[src/rtl/parking_spot_allocator.sv]
// Occupancy bitmap and entry/exit gate controller for the smart parking system.
// Serves one exit or one entry gate cycle at a time and keeps a registered free-spot count.
module parking_spot_allocator #(
    parameter int NUM_SPOTS    = 8,
    parameter int GATE_TIMEOUT = 15
) (
    input  logic       clk,
    input  logic       rst_n,
    input  logic       entry_req,
    input  logic       exit_req,
    input  logic [2:0] exit_spot,
    input  logic       gate_pass,
    output logic       entry_ack,
    output logic       entry_reject,
    output logic       exit_ack,
    output logic       exit_reject,
    output logic       gate_open,
    output logic [7:0] park_location,
    output logic       loc_valid,
    output logic [7:0] parking_capacity,
    output logic [7:0] occupancy,
    output logic       full
);

    localparam logic [7:0] SPOT_MASK    = 8'((9'd1 << NUM_SPOTS) - 9'd1);
    localparam logic [7:0] CAP_RESET    = 8'(NUM_SPOTS);
    localparam logic [7:0] TIMEOUT_LAST = 8'(GATE_TIMEOUT - 1);
    localparam logic [3:0] NUM_SPOTS_W  = 4'(NUM_SPOTS);

    typedef enum logic [1:0] {
        IDLE,
        GATE_WAIT,
        COMMIT_IN
    } state_t;

    state_t     state;
    logic [7:0] timer;
    logic [2:0] alloc;
    logic [7:0] free_map;
    logic [2:0] free_idx;
    logic       entry_live;
    logic       exit_live;
    logic       exit_hit;

    // A requester still sees its ack/reject for one cycle before dropping req,
    // so a request arriving alongside its own pulse is treated as stale.
    always_comb begin
        free_map = ~occupancy & SPOT_MASK;
        free_idx = '0;
        for (int i = 7; i >= 0; i--) begin
            if (free_map[i]) begin
                free_idx = 3'(i);
            end
        end
        entry_live = entry_req && !(entry_ack || entry_reject);
        exit_live  = exit_req && !(exit_ack || exit_reject);
        exit_hit   = ({1'b0, exit_spot} < NUM_SPOTS_W) && occupancy[exit_spot];
    end

    assign full = (parking_capacity == 8'd0);

    always_ff @(posedge clk) begin
        if (!rst_n) begin
            state            <= IDLE;
            timer            <= '0;
            alloc            <= '0;
            occupancy        <= '0;
            parking_capacity <= CAP_RESET;
            entry_ack        <= 1'b0;
            entry_reject     <= 1'b0;
            exit_ack         <= 1'b0;
            exit_reject      <= 1'b0;
            gate_open        <= 1'b0;
            park_location    <= '0;
            loc_valid        <= 1'b0;
        end else begin
            entry_ack     <= 1'b0;
            entry_reject  <= 1'b0;
            exit_ack      <= 1'b0;
            exit_reject   <= 1'b0;
            park_location <= '0;
            loc_valid     <= 1'b0;
            case (state)
                IDLE: begin
                    // Exits take priority; they free a spot and never touch the gate.
                    if (exit_live) begin
                        if (exit_hit) begin
                            occupancy[exit_spot] <= 1'b0;
                            parking_capacity     <= parking_capacity + 8'd1;
                            park_location        <= 8'd1 << exit_spot;
                            loc_valid            <= 1'b1;
                            exit_ack             <= 1'b1;
                        end else begin
                            exit_reject <= 1'b1;
                        end
                    end else if (entry_live) begin
                        if (full) begin
                            entry_reject <= 1'b1;
                        end else begin
                            alloc     <= free_idx;
                            gate_open <= 1'b1;
                            timer     <= '0;
                            state     <= GATE_WAIT;
                        end
                    end
                end
                GATE_WAIT: begin
                    if (gate_pass) begin
                        state <= COMMIT_IN;
                    end else if (timer == TIMEOUT_LAST) begin
                        gate_open    <= 1'b0;
                        entry_reject <= 1'b1;
                        state        <= IDLE;
                    end else begin
                        timer <= timer + 8'd1;
                    end
                end
                COMMIT_IN: begin
                    occupancy[alloc] <= 1'b1;
                    parking_capacity <= parking_capacity - 8'd1;
                    park_location    <= 8'd1 << alloc;
                    loc_valid        <= 1'b1;
                    entry_ack        <= 1'b1;
                    gate_open        <= 1'b0;
                    state            <= IDLE;
                end
                default: state <= IDLE;
            endcase
        end
    end

endmodule

[config.mk]
export PLATFORM = sky130hd
export DESIGN_NAME = parking_spot_allocator
export DESIGN_NICKNAME = d
export VERILOG_FILES = /design/src/rtl/parking_spot_allocator.sv
export SDC_FILE = /design/constraint.sdc
export NUM_CORES = 1
export LEC_CHECK = 0
export CORE_UTILIZATION = 45
export DETAILED_ROUTE_END_ITERATION = 16
export PLACE_DENSITY = 0.69
export SLEW_MARGIN = 0
export SYNTH_ARGS = -nofsm -noshare
export SYNTH_HDL_FRONTEND = slang
export SYNTH_SLANG_ARGS = --single-unit
[constraint.sdc]
create_clock -name clk -period 6.19 [get_ports clk]
set_input_delay 1.238 -clock clk [delete_from_list [all_inputs] [get_ports clk]]
set_output_delay 1.238 -clock clk [all_outputs]
set_load 0.01 [all_outputs]
# ---- Yosys cells after proc, flatten, opt, wreduce, memory -nomap -nowiden
# Index checks and enable logic that the tools add are counted.
dict set report totals {
  inputBits 8
  ff_bits 43
  rom_bits 0
  latchBits 0
  memories 0
  ram_bits 0
}
dict set report classes {
  eq_ne 12
  n_div 0
  mux 52
  order_cmp 4
  add_sub_neg 3
  shift 2
  mul 0
  n_reduce_logical 20
  bitwise 6
}
# op count
set ops {}
lappend ops {{8-bit 2-to-1 mux} 11}
lappend ops {{8-bit one-hot mux with 2 select lines} 4}
lappend ops {{3-bit 2-to-1 mux} 8}
lappend ops {{1-bit 2-to-1 mux} 17}
lappend ops {{8-bit by 1-bit adder with 8-bit output (second input constant)} 2}
lappend ops {{2-bit inequality test (second input constant)} 8}
lappend ops {{8-bit inverter} 2}
lappend ops {{1-bit by 3-bit << shifter with 8-bit output (first input constant)} 2}
lappend ops {{6-bit AND reduction} 2}
lappend ops {{2-bit 2-to-1 mux} 5}
lappend ops {{8-bit bitwise AND} 1}
lappend ops {{8-bit by 4-bit equality test with 1-bit output (second input constant)} 1}
lappend ops {{8-bit zero test} 1}
lappend ops {{3-bit by 4-bit less-than comparator with 1-bit output (second input constant)} 2}
lappend ops {{8-bit OR} 1}
lappend ops {{4-bit AND reduction} 2}
lappend ops {{8-bit by 1-bit subtractor with 8-bit output (second input constant)} 1}
lappend ops {{1-bit demux with 3-bit select} 2}
lappend ops {{3-bit by 1-bit >= comparator with 1-bit output (second input constant)} 2}
lappend ops {{3-bit AND reduction} 2}
lappend ops {{1-bit logical AND} 4}
lappend ops {{1-bit one-hot mux with 2 select lines} 2}
lappend ops {{2-bit one-hot mux with 2 select lines} 1}
lappend ops {{2-bit nonzero test} 2}
lappend ops {{other kinds (11)} 14}

# ---- Depth between registers and ports, before layout
dict set report depth {
  depth_word 9
  depth_mapped 11
  mapped_depth_nobuf 9
}

# ---- Worst setup path before layout
# No wires, ideal clock.
dict set report synth_path {
  path_type {input -> register}
  start {input exit_req}
  end {register occupancy[2]}
  setup_time_ns 0.117
  required_ns 6.073
  n_path_buf 0
  t_arrival_ns 2.709
  path_slack_ns 3.363
  stages 5
  cell_sequence {or3b_4 or2_4 a2111o_1 or3_1 a32o_1}
}
dict set report synth_between {
  elab_chain_cells 3
}
# item line
set synth_lines {}
lappend synth_lines {{from (decl)} 10} ;# input logic exit_req,
lappend synth_lines {{1-bit logical AND} 56} ;# exit_live = exit_req && !(exit_ack || exit_reject);
lappend synth_lines {{2-bit inequality test (no line)} -}
lappend synth_lines {{3-bit AND reduction (no line)} -}
lappend synth_lines {{to (signal assigned)} 67} ;# occupancy <= '0;
lappend synth_lines {{to (signal, indexed assignment)} 88} ;# occupancy[exit_spot] <= 1'b0;
lappend synth_lines {{to (signal, indexed assignment)} 119} ;# occupancy[alloc] <= 1'b1;
lappend synth_lines {{to (decl)} 21} ;# output logic [7:0] occupancy,
# Every way passes these cells.
# A chain may end at the register's enable or synchronous reset.

# ---- Worst setup path in the final report
dict set report layout_path {
  start {input exit_spot[1]}
  end {register occupancy[7]}
}
dict set report layout_between {
  elab_chain_cells 9
  elab_cells_between_ends 14
  classes_between {2 x order compare; 1 x eq/ne; 7 x mux; 2 x bitwise; 2 x reduce/logical}
}
# item line
set layout_lines {}
lappend layout_lines {{from (decl)} 11} ;# input logic [2:0] exit_spot,
lappend layout_lines {{3-bit by 4-bit less-than comparator with 1-bit output (not written as such) / 3-bit by 1-bit >= comparator with 1-bit output (equally long branches)} 88}
lappend layout_lines {{1-bit logical AND (not written as such)} 88}
lappend layout_lines {{1-bit 2-to-1 mux (not written as such)} 88}
lappend layout_lines {{1-bit demux with 3-bit select} 88}
lappend layout_lines {{8-bit inverter (no line)} -}
lappend layout_lines {{8-bit bitwise AND (no line)} -}
lappend layout_lines {{8-bit 2-to-1 mux} 87} ;# if (exit_hit) begin
lappend layout_lines {{8-bit 2-to-1 mux} 86} ;# if (exit_live) begin
lappend layout_lines {{8-bit one-hot mux with 2 select lines} 83} ;# case (state)
# Parallel ways exist; a longest one is shown, timed or not. The select of a mux whose other input is x is not followed.

==> flow_metrics.env <==
export IMPL_worst_path_buf_inv=1
export IMPL_growth_of_design_area_from_synthesis_to_finish_pct=21.6
export IMPL_rsz0062_at_grt="no"
export IMPL_critical_path_endpoint_type="flop"
export IMPL_synth_main_ff_cell="sky130_fd_sc_hd__dfxtp_1"
export IMPL_ys_ff_latch=43
export IMPL_yosys_warnings=0
export IMPL_stdcell_count=398
export IMPL_cts_max_level=2
export IMPL_number_of_drc_markers_in_iteration_0=182
export IMPL_finish_utilization_pct=57.8
export IMPL_crit_path_top_delay_cell="sky130_fd_sc_hd__a32oi_1"
export IMPL_final_total_power_mw=0.622
export IMPL_top_level_ports=39
export IMPL_ir_drop_worst_case_vdd_mv=0.163
export IMPL_grt_antenna_before_repair=0
export IMPL_number_of_antenna_repair_diodes=0
export IMPL_path_cells="clkdlybuf4s50_1 -> mux2i_1 -> a22oi_1 -> a32oi_1 -> nor2_1 -> o221a_2"
export IMPL_worst_setup_hold_path_clk_slew_ns=0.08
export IMPL_start_util_pct=47.5
export IMPL_crit_path_max_incr_delay_ns=0.93
export IMPL_synth_cell_area_sq_um=2470
export IMPL_maximum_number_of_pins_on_one_net_before_global_route_repair=31
export IMPL_finalWorstPathRequiredPeriod_ns=3.68
export IMPL_drt_pre_antenna_iters=4
export IMPL_critical_path_arrival_ns=3.87
export IMPL_library_cell_used_as_clock_root_buffer="sky130_fd_sc_hd__clkbuf_8"
export IMPL_drv_slew=0
export IMPL_clk_path_buf_depth=2
export IMPL_kind_of_critical_path="input pin to flop"
export IMPL_finalSetupViolations=0
export IMPL_power_density_nw_per_um2=207
export IMPL_first_global_vias=2051
export IMPL_dp_hpwl_um=4150
export IMPL_tritoncts_num_buffers=5
export IMPL_clock_insertion_delay_worst_skew_ns=0.30
export IMPL_drive_gt1_share_pct=7.01
export IMPL_wire_length_per_cell_after_detailed_routing_um=14.5
export IMPL_synth_enable_flop_cells=0
export IMPL_finalHoldWorstSlack_ns=0.495
export IMPL_post_synth_main_area_contributors="sky130_fd_sc_hd__dfxtp_1 35%, sky130_fd_sc_hd__a21oi_1 4.9%, sky130_fd_sc_hd__ha_1 4.0%"
export IMPL_post_place_cells=390
export IMPL_fin_tns_setup_ns=0
export IMPL_detail_route_antenna_nets=0
export IMPL_globalplace_congestion=0.849
export IMPL_design_final_nets=343
export IMPL_synth_avg_cell_area_sq_um=8.30
export IMPL_dpl_worst_slack_ns=2.22
export IMPL_tritoncts_clock_tree="done"
export IMPL_post_cts_setup_buffer_count=0
export IMPL_async_reset_ff_share_pct=0
export IMPL_design_core_area_sq_um=5200
export IMPL_cap_violations=0
export IMPL_grt_pass1_wl_um=9750
export IMPL_die_width_um=76.1
export IMPL_vias_after_detailed_routing=2330
export IMPL_drt_total_wl_um=5770
export IMPL_synth_area_leader_cell="sky130_fd_sc_hd__dfxtp_1"
export IMPL_track_usage_pct=20.4
export IMPL_worst_slew_pin_slew_ns=1.10
export IMPL_start_kind="input pin"
export IMPL_floorplan_die_height_um=76.1
export IMPL_finalInstanceArea_sq_um=3010
export IMPL_leakage_nw=1.01
export IMPL_crit_family="compound AO/OA/AOI/OAI gates"
export IMPL_buffer_ports_inserted=38
export IMPL_critPathRequiredTime_ns=6.39
export IMPL_floorplan_rows=26
export IMPL_fmax_mhz=272
export IMPL_setup_ws_ns=2.51
export IMPL_ctsResizeCount=0
export IMPL_placedInstanceArea_sq_um=2870
export IMPL_synth_cell_types=57
export IMPL_grt_ovfl_total=0
export IMPL_drc=0
export IMPL_min_period_over_period_pct=59.4
export IMPL_maxSlewHeadroom_pct=26.4
export IMPL_viasPerCell=5.85
export IMPL_crit_path_max_fanout=12
export IMPL_seq_area_frac_synth_pct=34.8
export IMPL_yosysTopAreaCellShare_pct=34.8
export IMPL_run_status="finished clean"
export IMPL_mappedNetlistNets=314
export IMPL_finClkSkew_ns=0.00454
export IMPL_numClockSinks=43
export IMPL_holdCritPathClass="flop to flop"
export IMPL_die_area_sq_um=5800
export IMPL_finalHoldViolations=0
export IMPL_syn_inst=298
export IMPL_post_cts_hold_buffer_count=0
## synthesized netlist by cell type (all sizes together) (2+ instances only)
cell,instances
buf,8
nand3b,5
inv,15
nor4,2
nand2b,9
nor3b,2
nand3,14
nand4,8
nor2,25
nor3,4
and2,4
a31oi,3
o31ai,8
o221a,2
ha,8
o21ai,17
a21oi,24
a32oi,4
or2,2
nand2,13
dfxtp,43
or4,5
a41oi,3
a22oi,4
a32o,4
mux2,3
nor2b,9
or3,4
clkbuf,9
mux2i,10
o211ai,3
and3,3
xor2,3
## power by group
group          switching (mW)  internal (mW)  total, mW  leakage, nW
Combinational          0.0471         0.0294     0.0765        0.603
Sequential            0.00555          0.281      0.286        0.347
Clock                  0.0981          0.161      0.259       0.0644
Total                   0.151          0.471      0.622         1.01
## logic make-up after synthesis
family                   Yosys count  synth area share, %
AND/OR/NAND/NOR                  113                 25.3
flip-flops                        43                 34.8
adder cells (fa/ha/maj)            8                 4.05
multiplexers                      13                 5.41
AO/OA/AOI/OAI                     86                 24.0
XOR/XNOR                           3                 1.06
buffers and inverters             32                 5.36
## final timing paths
check,start,cells past startpoint,slack (ns),end
worst min-delay path,timer[3],2,0.49,timer[3]
worst min register to register,timer[3],2,0.49,timer[3]
worst max-delay path,exit_spot[1],6,2.51,occupancy[7]
worst max register to register,state[0],7,3.71,parking_capacity[4]
## worst min-delay path: stages (launching register included)
cell	delay [ns]
sky130_fd_sc_hd__dfxtp_1	0.33
sky130_fd_sc_hd__o31ai_1	0.07
sky130_fd_sc_hd__a21oi_1	0.05
## sequential cells by signal (all words and copies together), names as in the netlist
signal	flops
parking_capacity	8
park_location	8
exit_ack	1
state	2
alloc	3
entry_reject	1
timer	8
occupancy	8
entry_ack	1
gate_open	1
exit_reject	1
loc_valid	1
## metal layers
metal,wire length [um],vias up,GRT usage [%]
li1,-,1168,-
met2,2550,55,31.8
met5,0,-,0
met1,2930,1101,28.8
met4,65,0,5.00
met3,218,6,3.83
## cells in the final DEF, fill, tap and decap left out, types with 2 or more instances in the layout
| cell type | instances |
|---|---|
| sky130_fd_sc_hd__nor3_1 | 4 |
| sky130_fd_sc_hd__nand3b_1 | 5 |
| sky130_fd_sc_hd__xor2_1 | 3 |
| sky130_fd_sc_hd__o211ai_1 | 3 |
| sky130_fd_sc_hd__a32oi_1 | 4 |
| sky130_fd_sc_hd__nor4_1 | 2 |
| sky130_fd_sc_hd__and2_1 | 4 |
| sky130_fd_sc_hd__mux2_2 | 3 |
| sky130_fd_sc_hd__o21ai_0 | 16 |
| sky130_fd_sc_hd__o221a_2 | 2 |
| sky130_fd_sc_hd__clkbuf_8 | 5 |
| sky130_fd_sc_hd__inv_1 | 14 |
| sky130_fd_sc_hd__or4_1 | 5 |
| sky130_fd_sc_hd__bufinv_16 | 2 |
| sky130_fd_sc_hd__nand4_1 | 8 |
| sky130_fd_sc_hd__a21oi_1 | 24 |
| sky130_fd_sc_hd__nand3_1 | 14 |
| sky130_fd_sc_hd__nand2_1 | 13 |
| sky130_fd_sc_hd__o31ai_1 | 8 |
| sky130_fd_sc_hd__a32o_1 | 4 |
| sky130_fd_sc_hd__nor2_1 | 25 |
| sky130_fd_sc_hd__nor2b_1 | 9 |
| sky130_fd_sc_hd__a41oi_1 | 3 |
| sky130_fd_sc_hd__or3_1 | 4 |
| sky130_fd_sc_hd__and3_1 | 3 |
| sky130_fd_sc_hd__nand2b_1 | 9 |
| sky130_fd_sc_hd__clkdlybuf4s50_1 | 38 |
| sky130_fd_sc_hd__mux2i_1 | 10 |
| sky130_fd_sc_hd__a31oi_1 | 2 |
| sky130_fd_sc_hd__a22oi_1 | 4 |
| sky130_fd_sc_hd__ha_1 | 8 |
| sky130_fd_sc_hd__dfxtp_1 | 43 |
## cell type report
class	instances	area, sq um
fillers	486	2200
multi-input cells	223	1480
flip-flops and latches	43	861
repair buffers	39	388
well taps	70	87.6
clock buffers	5	68.8
clock inverters	3	67.6
inverters	15	56.3
(Power assumes the default switching activity.)
